## src/rtl/serial_adder_pkg.sv

```systemverilog
// Shared types and helpers for the bit-serial adder controller.
package serial_adder_pkg;

  typedef enum logic [1:0] {
    IDLE = 2'd0,
    RUN  = 2'd1,
    DONE = 2'd2
  } state_t;

  // Bit counter width: max(1, clog2(width)).
  function automatic int cnt_width(input int width);
    return (width <= 2) ? 1 : $clog2(width);
  endfunction

endpackage

```

## src/rtl/serial_adder_ctrl_if.sv

```systemverilog
// Start/done handshake bundle between a requester and the serial adder controller.
interface serial_adder_ctrl_if #(parameter int WIDTH = 8);
  logic             start_valid;
  logic             start_ready;
  logic [WIDTH-1:0] a;
  logic [WIDTH-1:0] b;
  logic             cin;
  logic             done_valid;
  logic             done_ready;
  logic [WIDTH-1:0] sum;
  logic             cout;
  logic             ovf;

  modport master (
    output start_valid, a, b, cin, done_ready,
    input  start_ready, done_valid, sum, cout, ovf
  );

  modport slave (
    input  start_valid, a, b, cin, done_ready,
    output start_ready, done_valid, sum, cout, ovf
  );
endinterface

```

## src/rtl/fa.sv

```systemverilog
// 1-bit full-adder cell shared by the serial datapath.
module fa (
  input  logic a,
  input  logic b,
  input  logic c,
  output logic sum,
  output logic c2
);
  assign sum = a ^ b ^ c;
  assign c2  = (a & b) | (c & (a ^ b));
endmodule

```

## src/rtl/serial_adder_ctrl.sv

```systemverilog
// Bit-serial adder controller: adds two WIDTH-bit operands LSB first through one fa cell.
//
//   state | meaning
//   IDLE  | waiting for a start handshake; start_ready high
//   RUN   | one operand bit per clock through the fa cell
//   DONE  | result held on sum/cout/ovf until done_ready
module serial_adder_ctrl #(
  parameter int WIDTH = 8
) (
  input logic               clk,
  input logic               rst,
  serial_adder_ctrl_if.slave bus
);
  import serial_adder_pkg::*;

  localparam int            CW   = cnt_width(WIDTH);
  localparam logic [CW-1:0] LAST = CW'(WIDTH - 1);

  state_t           state;
  logic [WIDTH-1:0] a_sh;
  logic [WIDTH-1:0] b_sh;
  logic [WIDTH-1:0] sum_sh;
  logic [WIDTH-1:0] sum_next;
  logic             carry;
  logic [CW-1:0]    cnt;
  logic             fa_sum;
  logic             fa_c2;

  fa u_fa (
    .a   (a_sh[0]),
    .b   (b_sh[0]),
    .c   (carry),
    .sum (fa_sum),
    .c2  (fa_c2)
  );

  // Written as shift-then-insert so WIDTH=1 needs no special case.
  always_comb begin
    sum_next            = sum_sh >> 1;
    sum_next[WIDTH-1]   = fa_sum;
  end

  always_ff @(posedge clk) begin
    if (rst) begin
      state           <= IDLE;
      a_sh            <= '0;
      b_sh            <= '0;
      sum_sh          <= '0;
      carry           <= 1'b0;
      cnt             <= '0;
      bus.start_ready <= 1'b1;
      bus.done_valid  <= 1'b0;
      bus.sum         <= '0;
      bus.cout        <= 1'b0;
      bus.ovf         <= 1'b0;
    end else begin
      case (state)
        IDLE: begin
          if (bus.start_valid) begin
            a_sh            <= bus.a;
            b_sh            <= bus.b;
            carry           <= bus.cin;
            cnt             <= '0;
            sum_sh          <= '0;
            bus.start_ready <= 1'b0;
            state           <= RUN;
          end
        end
        RUN: begin
          sum_sh <= sum_next;
          carry  <= fa_c2;
          a_sh   <= a_sh >> 1;
          b_sh   <= b_sh >> 1;
          cnt    <= cnt + CW'(1);
          // carry here is the carry into the MSB on the final bit
          if (cnt == LAST) begin
            bus.sum        <= sum_next;
            bus.cout       <= fa_c2;
            bus.ovf        <= carry ^ fa_c2;
            bus.done_valid <= 1'b1;
            state          <= DONE;
          end
        end
        DONE: begin
          if (bus.done_ready) begin
            bus.done_valid  <= 1'b0;
            bus.start_ready <= 1'b1;
            state           <= IDLE;
          end
        end
        default: begin
          bus.done_valid  <= 1'b0;
          bus.start_ready <= 1'b1;
          state           <= IDLE;
        end
      endcase
    end
  end

endmodule

```

## src/flat_wrapper.sv

```systemverilog
// flat-port wrapper written by rule: the top's interface ports become plain ports
module serial_adder_ctrl_flat import serial_adder_pkg::*;
#(
  parameter int WIDTH = 8
)
  (clk, rst, bus_start_valid, bus_a, bus_b, bus_cin, bus_done_ready, bus_start_ready, bus_done_valid, bus_sum, bus_cout, bus_ovf);
  serial_adder_ctrl_if #(.WIDTH(WIDTH)) bus_i ();
  input logic clk;
  input logic rst;
  input wire logic [$bits(bus_i.start_valid)-1:0] bus_start_valid;
  input wire logic [$bits(bus_i.a)-1:0] bus_a;
  input wire logic [$bits(bus_i.b)-1:0] bus_b;
  input wire logic [$bits(bus_i.cin)-1:0] bus_cin;
  input wire logic [$bits(bus_i.done_ready)-1:0] bus_done_ready;
  output wire logic [$bits(bus_i.start_ready)-1:0] bus_start_ready;
  output wire logic [$bits(bus_i.done_valid)-1:0] bus_done_valid;
  output wire logic [$bits(bus_i.sum)-1:0] bus_sum;
  output wire logic [$bits(bus_i.cout)-1:0] bus_cout;
  output wire logic [$bits(bus_i.ovf)-1:0] bus_ovf;
  assign bus_i.start_valid = bus_start_valid;
  assign bus_i.a = bus_a;
  assign bus_i.b = bus_b;
  assign bus_i.cin = bus_cin;
  assign bus_i.done_ready = bus_done_ready;
  assign bus_start_ready = bus_i.start_ready;
  assign bus_done_valid = bus_i.done_valid;
  assign bus_sum = bus_i.sum;
  assign bus_cout = bus_i.cout;
  assign bus_ovf = bus_i.ovf;
  serial_adder_ctrl #(.WIDTH(WIDTH)) u_core (.clk(clk), .rst(rst), .bus(bus_i));
endmodule
```

## config.mk

```make
export PLATFORM = sky130hd
export DESIGN_NAME = serial_adder_ctrl_flat
export DESIGN_NICKNAME = d
export VERILOG_FILES = /design/src/rtl/serial_adder_pkg.sv /design/src/rtl/serial_adder_ctrl_if.sv /design/src/rtl/fa.sv /design/src/rtl/serial_adder_ctrl.sv /design/src/flat_wrapper.sv
export SDC_FILE = /design/constraint.sdc
export NUM_CORES = 1
export LEC_CHECK = 0
export CORE_MARGIN = 4
export CORE_UTILIZATION = 30
export CTS_CLUSTER_DIAMETER = 150
export DETAILED_ROUTE_END_ITERATION = 16
export GPL_TIMING_DRIVEN = 0
export PLACE_DENSITY = 0.62
export RECOVER_POWER = 100
export SLEW_MARGIN = 20
export SYNTH_ARGS = -nofsm -noshare
export SYNTH_HDL_FRONTEND = slang
export SYNTH_SLANG_ARGS = --single-unit
```

## constraint.sdc

```tcl
create_clock -name clk -period 1.4 [get_ports clk]
set_clock_uncertainty 0.1 [all_clocks]
set_input_delay 0.28 -clock clk [delete_from_list [all_inputs] [get_ports clk]]
set_output_delay 0.28 -clock clk [all_outputs]
set_load 0.02 [all_outputs]
```

==> flow_metrics.tcl, run 1 <==
set metrics [dict create \
    htreeDepth 2 \
    port_buffers 31 \
    cellLeakagePower_uw 0.000875 \
    p_int_uw 1890 \
    initial_core_util_pct 31.8 \
    drc 0 \
    rsz0062_at_grt "yes" \
    die-area_sq_mm 0.00682 \
    drv_cap 0 \
    fin_hold_ws_ps 263 \
    antenna_found_initial 0 \
    numCtsBuffers 5 \
    clk_latency_ps 290 \
    dp_slack_ps -438 \
    setup.worst_path.start_class "flip-flop" \
    synthTopCellsByCount "dfxtp_1, a21oi_1, nand2_1" \
    synth_fp_nets 201 \
    core.rowCount 26 \
    hp-class "input port to flip-flop" \
    yosysUniqueCellTypes 29 \
    cts_tree "done" \
    fin_nets 244 \
    grt_max_degree 16 \
    fin_tns_setup_ps 0 \
    final.period_utilization_pct 99.7 \
    slew_violations 0 \
    wire_per_inst_um 13.2 \
    yosys.area.top_type "dfxtp_1" \
    avgViaCountPerCell 4.67 \
    synth_top_cell_area_share_pct 49.2 \
    track_usage_pct 12.3 \
    final_cell_count_no_fill 290 \
    yosys_warnings 0 \
    syn_area_sq_mm 0.00167 \
    drive_above_1_share_pct 21.8 \
    synth_edf_count 0 \
    yosysMostFrequentCell "dfxtp_1" \
    vdd.ir_drop.worst_v 0.000497 \
    outcome "finished clean" \
    vias 1354 \
    worstPathArrival_ps 1470 \
    p_sw_uw 563 \
    wl_um 3830 \
    final_cell_area_sq_mm 0.00227 \
    dp.cells 278 \
    ant_nets 0 \
    place_area_sq_mm 0.00207 \
    ios 33 \
    syn_inst 177 \
    power_frac_comb_pct 11.7 \
    clock-sinks 41 \
    synth_ff_type "dfxtp_1" \
    slew_headroom_pct 64.8 \
    die_h_um 82.6 \
    worst_pin_slew_ps 528 \
    worstPathMaxFanout 5 \
    timing.final.ws_setup_ps 4.29 \
    hold_viol_final 0 \
    clk_pin_slew_ps 80 \
    setup_viol_count_final 0 \
    drt_iter0_drc 50 \
    clockBufferDepth 2 \
    first_global_vias 1399 \
    grt_remaining_overflow 0 \
    worstPathRequired_ps 1470 \
    path_class "flip-flop to flip-flop" \
    drtPass1Iterations 4 \
    period_minus_slack_ps 1400 \
    end_kind "flip-flop" \
    antenna_cells 0 \
    yosysSeqAreaShare_pct 49.2 \
    gp_congestion 0.718 \
    yosys-top-cells-area "dfxtp_1, a21oi_1, o221a_1" \
    async_reset_ff_share_pct 0 \
    fmax_mhz 716 \
    ys_ff_latch 41 \
    die_w_um 82.6 \
    dp_hpwl_um 2540 \
    pwr-share-clk_pct 37.2 \
    syn_area_per_cell_sq_um 9.42 \
    netSwitchingFraction_pct 22.9 \
    grt_pass1_wl_um 6370 \
    seqPwrFrac_pct 51.1 \
    power_density_mw_per_mm2 1080 \
    area_growth_pct 35.9 \
    core_sq_mm 0.00524 \
    cts_root_buf "clkbuf_8" \
]
[kinds of logic after synthesis]
group,synth area share [%]
adders and majority gates,2.70
xor gates and xnor gates,0.525
and+or+nand+nor,11.6
AOI/OAI and AO/OA,25.3
buffers and inverters,10.1
DFF,49.2
muxes,0.600
[stage by stage]
| stage | util, % | total power [uW] |
|---|---|---|
| 2_1_floorplan | - | 1460 |
| 3_3_place_gp | 39.6 | 1560 |
| 6_report | 43.3 | 2450 |
| 3_5_place_dp | 39.6 | 1560 |
| 5_1_grt | 43.3 | 2570 |
| 4_1_cts | 42.9 | 2480 |
[registers in the layout, summed over array words and instances (netlist names), 2 cells and up]
signal          cells
u_core.a_sh         8
u_core.b_sh         8
u_core.bus.sum      8
u_core.cnt          3
u_core.state        2
u_core.sum_sh       7
[repair_timing]
item	CTS	global route
cloned	1	0
pin swaps	3	1
gates resized for setup	29	16
hold buffers	0	0
buffers inserted	5	0
endpoints found under the setup margin	39	36
[layout by cell type, fill, tap and decap left out, types with 2 or more instances in the layout]
| cell type | netlist | routed |
|---|---|---|
| a21oi_2 | 0 | 3 |
| ha_4 | 0 | 2 |
| nand2_2 | 0 | 6 |
| nor2_4 | 0 | 2 |
| a21oi_1 | 27 | 24 |
| dlygate4sd2_1 | 0 | 9 |
| o21bai_1 | 2 | 2 |
| o221a_2 | 5 | 5 |
| inv_1 | 15 | 15 |
| o221a_1 | 10 | 10 |
| dfxtp_1 | 41 | 37 |
| clkdlybuf4s50_1 | 0 | 18 |
| buf_6 | 5 | 6 |
| clkbuf_8 | 0 | 5 |
| nand2_1 | 18 | 12 |
| buf_4 | 1 | 8 |
| nor2_1 | 17 | 16 |
| clkbuf_1 | 4 | 6 |
| dfxtp_2 | 0 | 4 |
| a22oi_1 | 11 | 11 |
| clkdlybuf4s15_1 | 0 | 2 |
[critical path: stages, from the launching register on]
cell and delay, ps:
dfxtp_2 340, ha_4 160, ha_4 150, and3b_2 230
buf_6 150, a21oi_2 90, nor2_1 40
[layer usage]
layer	track usage (%)	share of wire (%)	up-vias
met5	0	0	-
met4	4.41	1.4	0
met3	3.58	5.2	8
met2	19.5	45	24
met1	16.0	48	622
li1	-	-	700
[power by group through the flow]
stage	clock, uW	combinational [uW]	sequential [uW]
final	913	287	1260
after global routing	990	321	1260
after CTS	937	289	1250
after detailed placement	0	287	1280
after global placement	0	284	1280
after floorplan	0	182	1270
[final cells by class]
| class | count | area (sq um) |
|---|---|---|
| tap | 70 | 87.6 |
| fill | 530 | 2970 |
| clock buffer | 5 | 68.8 |
| sequential | 41 | 826 |
| multi-input combinational | 106 | 756 |
| buffer | 14 | 103 |
| clock inverter | 2 | 35.0 |
| timing repair buffer | 37 | 335 |
| inverter | 15 | 56.3 |
[final timing paths]
path	startpoint	endpoint	slack, ps	cells past startpoint
min reg2reg	u_core.bus.sum[0]	u_core.bus.sum[0]	360	2
max	u_core.cnt[1]	u_core.bus.done_valid	4	6
max reg2reg	u_core.cnt[1]	u_core.bus.done_valid	4	6
min	rst	u_core.a_sh[0]	260	3
No activity file was read; power rests on OpenSTA's default activity.
==> inputs of run 2 (changes only) <==
--- a/config.mk
+++ b/config.mk
@@ -5,12 +5,14 @@
 export SDC_FILE = /design/constraint.sdc
 export NUM_CORES = 1
 export LEC_CHECK = 0
+export CELL_PAD_IN_SITES_DETAIL_PLACEMENT = 1
+export CELL_PAD_IN_SITES_GLOBAL_PLACEMENT = 1
 export CORE_MARGIN = 4
 export CORE_UTILIZATION = 30
 export CTS_CLUSTER_DIAMETER = 150
 export DETAILED_ROUTE_END_ITERATION = 16
 export GPL_TIMING_DRIVEN = 0
-export PLACE_DENSITY = 0.62
+export PLACE_DENSITY_LB_ADDON = 0.08
 export RECOVER_POWER = 100
 export SLEW_MARGIN = 20
 export SYNTH_ARGS = -nofsm -noshare
==> flow_metrics.tcl, run 2 (same netlist as run 1, synthesis figures left out) <==
set metrics [dict create \
    worstPathArrival_ps 1460 \
    vdd.ir_drop.worst_v 0.000345 \
    numCtsBuffers 5 \
    worstPathCellList "ha_4 > ha_4 > and3b_2 > buf_4 > nor2_4 > a211oi_2" \
    initial_core_util_pct 31.8 \
    fmax_mhz 711 \
    grt_max_degree 13 \
    hold_buffers 0 \
    cts_tree "done" \
    drt_iter0_drc 66 \
    first_global_vias 1478 \
    fillers 601 \
    grt_remaining_overflow 0 \
    hp-class "input port to flip-flop" \
    setup.worst_path.start_class "flip-flop" \
    largestRegisters "u_core.a_sh (8), u_core.b_sh (8), u_core.bus.sum (8)" \
    die-area_sq_mm 0.00682 \
    timing.final.ws_setup_ps -5.66 \
    violations "negative setup slack" \
    die_w_um 82.6 \
    crit_family "flip-flops" \
    ant_nets 0 \
    grt_pass1_wl_um 7130 \
    gp_congestion 0.711 \
    path_class "flip-flop to flip-flop" \
    dp.cells 278 \
    htreeDepth 2 \
    slew_headroom_pct 55.4 \
    drive_above_1_share_pct 24.1 \
    cts_root_buf "clkbuf_8" \
    port_buffers 31 \
    final_cell_mix "dfxtp_1, a21oi_1, nand2_1, clkdlybuf4s50_1" \
    vias 1415 \
    clockBufferDepth 2 \
    clk_latency_ps 290 \
    cpMaxStageDelayCell "dfxtp_2" \
    dp_slack_ps -442 \
    drtPass1Iterations 4 \
    avgViaCountPerCell 4.88 \
    worstPathRequired_ps 1450 \
    area_growth_pct 38.8 \
    worstPathMaxFanout 4 \
    crit_buf_inv 1 \
    rsz0062_at_grt "yes" \
    end_kind "flip-flop" \
    drv_cap 0 \
    core.rowCount 26 \
    antenna_cells 0 \
    wire_per_inst_um 14.8 \
    final_cell_count_no_fill 290 \
    die_h_um 82.6 \
    clock-sinks 41 \
    track_usage_pct 13.9 \
    clk_pin_slew_ps 80 \
    final.period_utilization_pct 100 \
    outcome "finished, violations left" \
    power_uw 2570 \
    hold_viol_final 0 \
    place_area_sq_mm 0.00207 \
    slowest_delay_ps 340 \
    core_sq_mm 0.00524 \
    fin_hold_ws_ps 286 \
    worst_pin_slew_ps 669 \
    slew_violations 0 \
    fin_nets 243 \
    period_minus_slack_ps 1410 \
    wl_um 4300 \
    dp_hpwl_um 2990 \
    setup_viol_count_final 1 \
    final_common_cell "dfxtp_1" \
    cpMostUsedCell "ha_4" \
    power_density_mw_per_mm2 1110 \
    final_cell_area_sq_mm 0.00231 \
    antenna_found_initial 0 \
    ios 33 \
    drc 0 \
    cellLeakagePower_uw 0.000874 \
]
## run 2: final cells by class
| class | count | area, sq um | share of cell area, % |
|---|---|---|---|
| clock buffers | 7 | 86.3 | 3.73 |
| multi-input cells | 106 | 790 | 34.1 |
| clock inverters | 1 | 30.0 | 1.30 |
| repair buffers | 36 | 327 | 14.1 |
| inverters | 15 | 56.3 | 2.43 |
| well taps | 70 | 87.6 | 3.78 |
| plain buffers | 14 | 113 | 4.86 |
| flip-flops and latches | 41 | 826 | 35.7 |
## run 2: where the power goes
group	leakage (uW)	switching, uW	internal [uW]
Sequential	0.000337	36.5	1220
Combinational	0.000479	153	168
Clock	0.0000585	408	582
## run 2: repair_timing
action                     CTS  global route
pin swaps                    1             4
cloned                       1             0
buffers inserted             3             1
gates resized for setup     30            25
setup endpoints to repair   47            38
## run 2: path summary, 6_finish.rpt
check | from | to | slack, ps | depth (start not counted)
worst min-delay path | rst | u_core.a_sh[0] | 290 | 3
worst max register to register | u_core.cnt[1] | u_core.bus.ovf | -6 | 6
worst max-delay path | u_core.cnt[1] | u_core.bus.ovf | -6 | 6
worst min register to register | u_core.bus.sum[0] | u_core.bus.sum[0] | 360 | 2
## run 2: through the flow
stage                     TNS, ps  utilization [%]
after floorplan                 0                -
after CTS                   -4.04             43.2
after global routing         -955             44.2
after detailed placement   -10670             39.6
final                       -5.66             44.2
after global placement      -9820             39.6
## run 2: layer usage
metal	vias to the layer above	GRT usage [%]	share of wire, %
li1	698	-	-
met1	679	17.8	45
met2	30	22.4	48
met3	8	3.80	4.6
met4	0	5.23	2.0
met5	-	0	0
## run 2: tightest hold or removal path, stage by stage
cell and delay [ps]:
clkbuf_1 170, a21oi_1 60, o221a_2 110
==> inputs of run 3 (changes only) <==
--- a/config.mk
+++ b/config.mk
@@ -5,9 +5,10 @@
 export SDC_FILE = /design/constraint.sdc
 export NUM_CORES = 1
 export LEC_CHECK = 0
+export CAP_MARGIN = 25
 export CELL_PAD_IN_SITES_DETAIL_PLACEMENT = 1
 export CELL_PAD_IN_SITES_GLOBAL_PLACEMENT = 1
-export CORE_MARGIN = 4
+export CORE_MARGIN = 2
 export CORE_UTILIZATION = 30
 export CTS_CLUSTER_DIAMETER = 150
 export DETAILED_ROUTE_END_ITERATION = 16
==> flow_metrics.tcl, run 3 (same netlist as run 1, synthesis figures left out) <==
set metrics [dict create \
    outcome "finished, violations left" \
    violations "negative setup slack" \
    die_w_um 78.6 \
    clk_latency_ps 300 \
    worst_pin_slew_ps 635 \
    die_h_um 78.6 \
    wire_per_inst_um 14.5 \
    antenna_cells 0 \
    die-area_sq_mm 0.00617 \
    wl_um 4260 \
    timing.final.ws_setup_ps -26.4 \
    drv_cap 0 \
    cellLeakagePower_uw 0.000855 \
    setup.worst_path.start_class "flip-flop" \
    worstPathRequired_ps 1460 \
    period_minus_slack_ps 1430 \
    hp-class "input port to flip-flop" \
    port_buffers 31 \
    vdd.ir_drop.worst_v 0.000523 \
    setup_viol_count_final 4 \
    clk_pin_slew_ps 80 \
    first_global_vias 1481 \
    ios 33 \
    area_growth_pct 39.9 \
    grt_max_degree 15 \
    place_area_sq_mm 0.00207 \
    vias 1401 \
    fin_hold_ws_ps 256 \
    grt_remaining_overflow 0 \
    dp_slack_ps -448 \
    htreeDepth 2 \
    final_common_cell "dfxtp_1" \
    initial_core_util_pct 30.7 \
    power_density_mw_per_mm2 1090 \
    slew_headroom_pct 57.7 \
    clockBufferDepth 2 \
    slew_violations 0 \
    rsz0062_at_grt "yes" \
    fin_nets 244 \
    hold_buffers 0 \
    avgViaCountPerCell 4.78 \
    largestRegisters "u_core.a_sh (8), u_core.b_sh (8), u_core.bus.sum (8)" \
    final_cell_mix "dfxtp_1, clkdlybuf4s50_1, a21oi_1" \
    worstPathMaxFanout 5 \
    grt_pass1_wl_um 7140 \
    drtPass1Iterations 4 \
    path_class "flip-flop to flip-flop" \
    final.period_utilization_pct 102 \
    ant_nets 0 \
    cts_tree "done" \
    clock-sinks 41 \
    end_kind "flip-flop" \
    cts_root_buf "clkbuf_8" \
    drt_iter0_drc 36 \
    core_sq_mm 0.00544 \
    worstPathArrival_ps 1490 \
    final_cell_area_sq_mm 0.00233 \
    drc 0 \
    numCtsBuffers 5 \
    r2r_setup_slack_ps -30 \
    fmax_mhz 701 \
    track_usage_pct 15.1 \
    antenna_found_initial 0 \
    gp_congestion 0.693 \
    hold_viol_final 0 \
    core.rowCount 27 \
    drive_above_1_share_pct 26.2 \
    dp_hpwl_um 2920 \
]
-- run 3: critical path, stage by stage (launching register included) --
cell     delay, ps
dfxtp_2        340
ha_4           160
ha_4           150
and3b_2        240
buf_6          150
a21oi_2        100
nor2_1          50
-- run 3: area by class of cell --
| type | instances | area [sq um] |
|---|---|---|
| fillers | 629 | 3110 |
| multi-input cells | 106 | 791 |
| flip-flops and latches | 41 | 826 |
| repair buffers | 37 | 347 |
| inverters | 15 | 56.3 |
| well taps | 72 | 90.1 |
| clock inverters | 3 | 46.3 |
| clock buffers | 5 | 68.8 |
| plain buffers | 14 | 109 |
-- run 3: timing repair --
| action | CTS | global route |
|---|---|---|
| resized for setup | 30 | 33 |
| setup buffers | 5 | 0 |
| setup endpoints to repair | 34 | 41 |
| cloned | 1 | 0 |
| pin swaps | 4 | 8 |
-- run 3: path summary, 6_finish.rpt --
kind,start,to,depth (start not counted)
worst max-delay path,u_core.cnt[0],u_core.state[1],6
worst min-delay path,rst,u_core.a_sh[0],3
worst max register to register,u_core.cnt[0],u_core.state[1],6
worst min register to register,u_core.bus.sum[3],u_core.bus.sum[3],2
-- run 3: through the flow --
| step | TNS, ps | instances | total power [uW] | util (%) |
|---|---|---|---|---|
| 2_1_floorplan | 0 | 177 | 1460 | - |
| 3_3_place_gp | -8640 | 280 | 1560 | 38.1 |
| 3_5_place_dp | -10020 | 280 | 1570 | 38.1 |
| 4_1_cts | -21.4 | 294 | 2580 | 41.9 |
| 5_1_grt | -499 | 293 | 2700 | 42.9 |
| 6_report | -39.8 | 293 | 2550 | 42.9 |
-- run 3: layer usage --
layer | vias to the layer above | GRT usage [%] | share of wire [%]
li1 | 700 | - | -
met1 | 675 | 17.8 | 45
met2 | 19 | 25.9 | 50
met3 | 7 | 3.45 | 3.0
met4 | 0 | 6.84 | 1.9
met5 | - | 0 | 0
-- run 3: power breakdown --
part	internal (uW)	switching, uW
clock network	534	443
logic	164	151
registers	1220	35.9
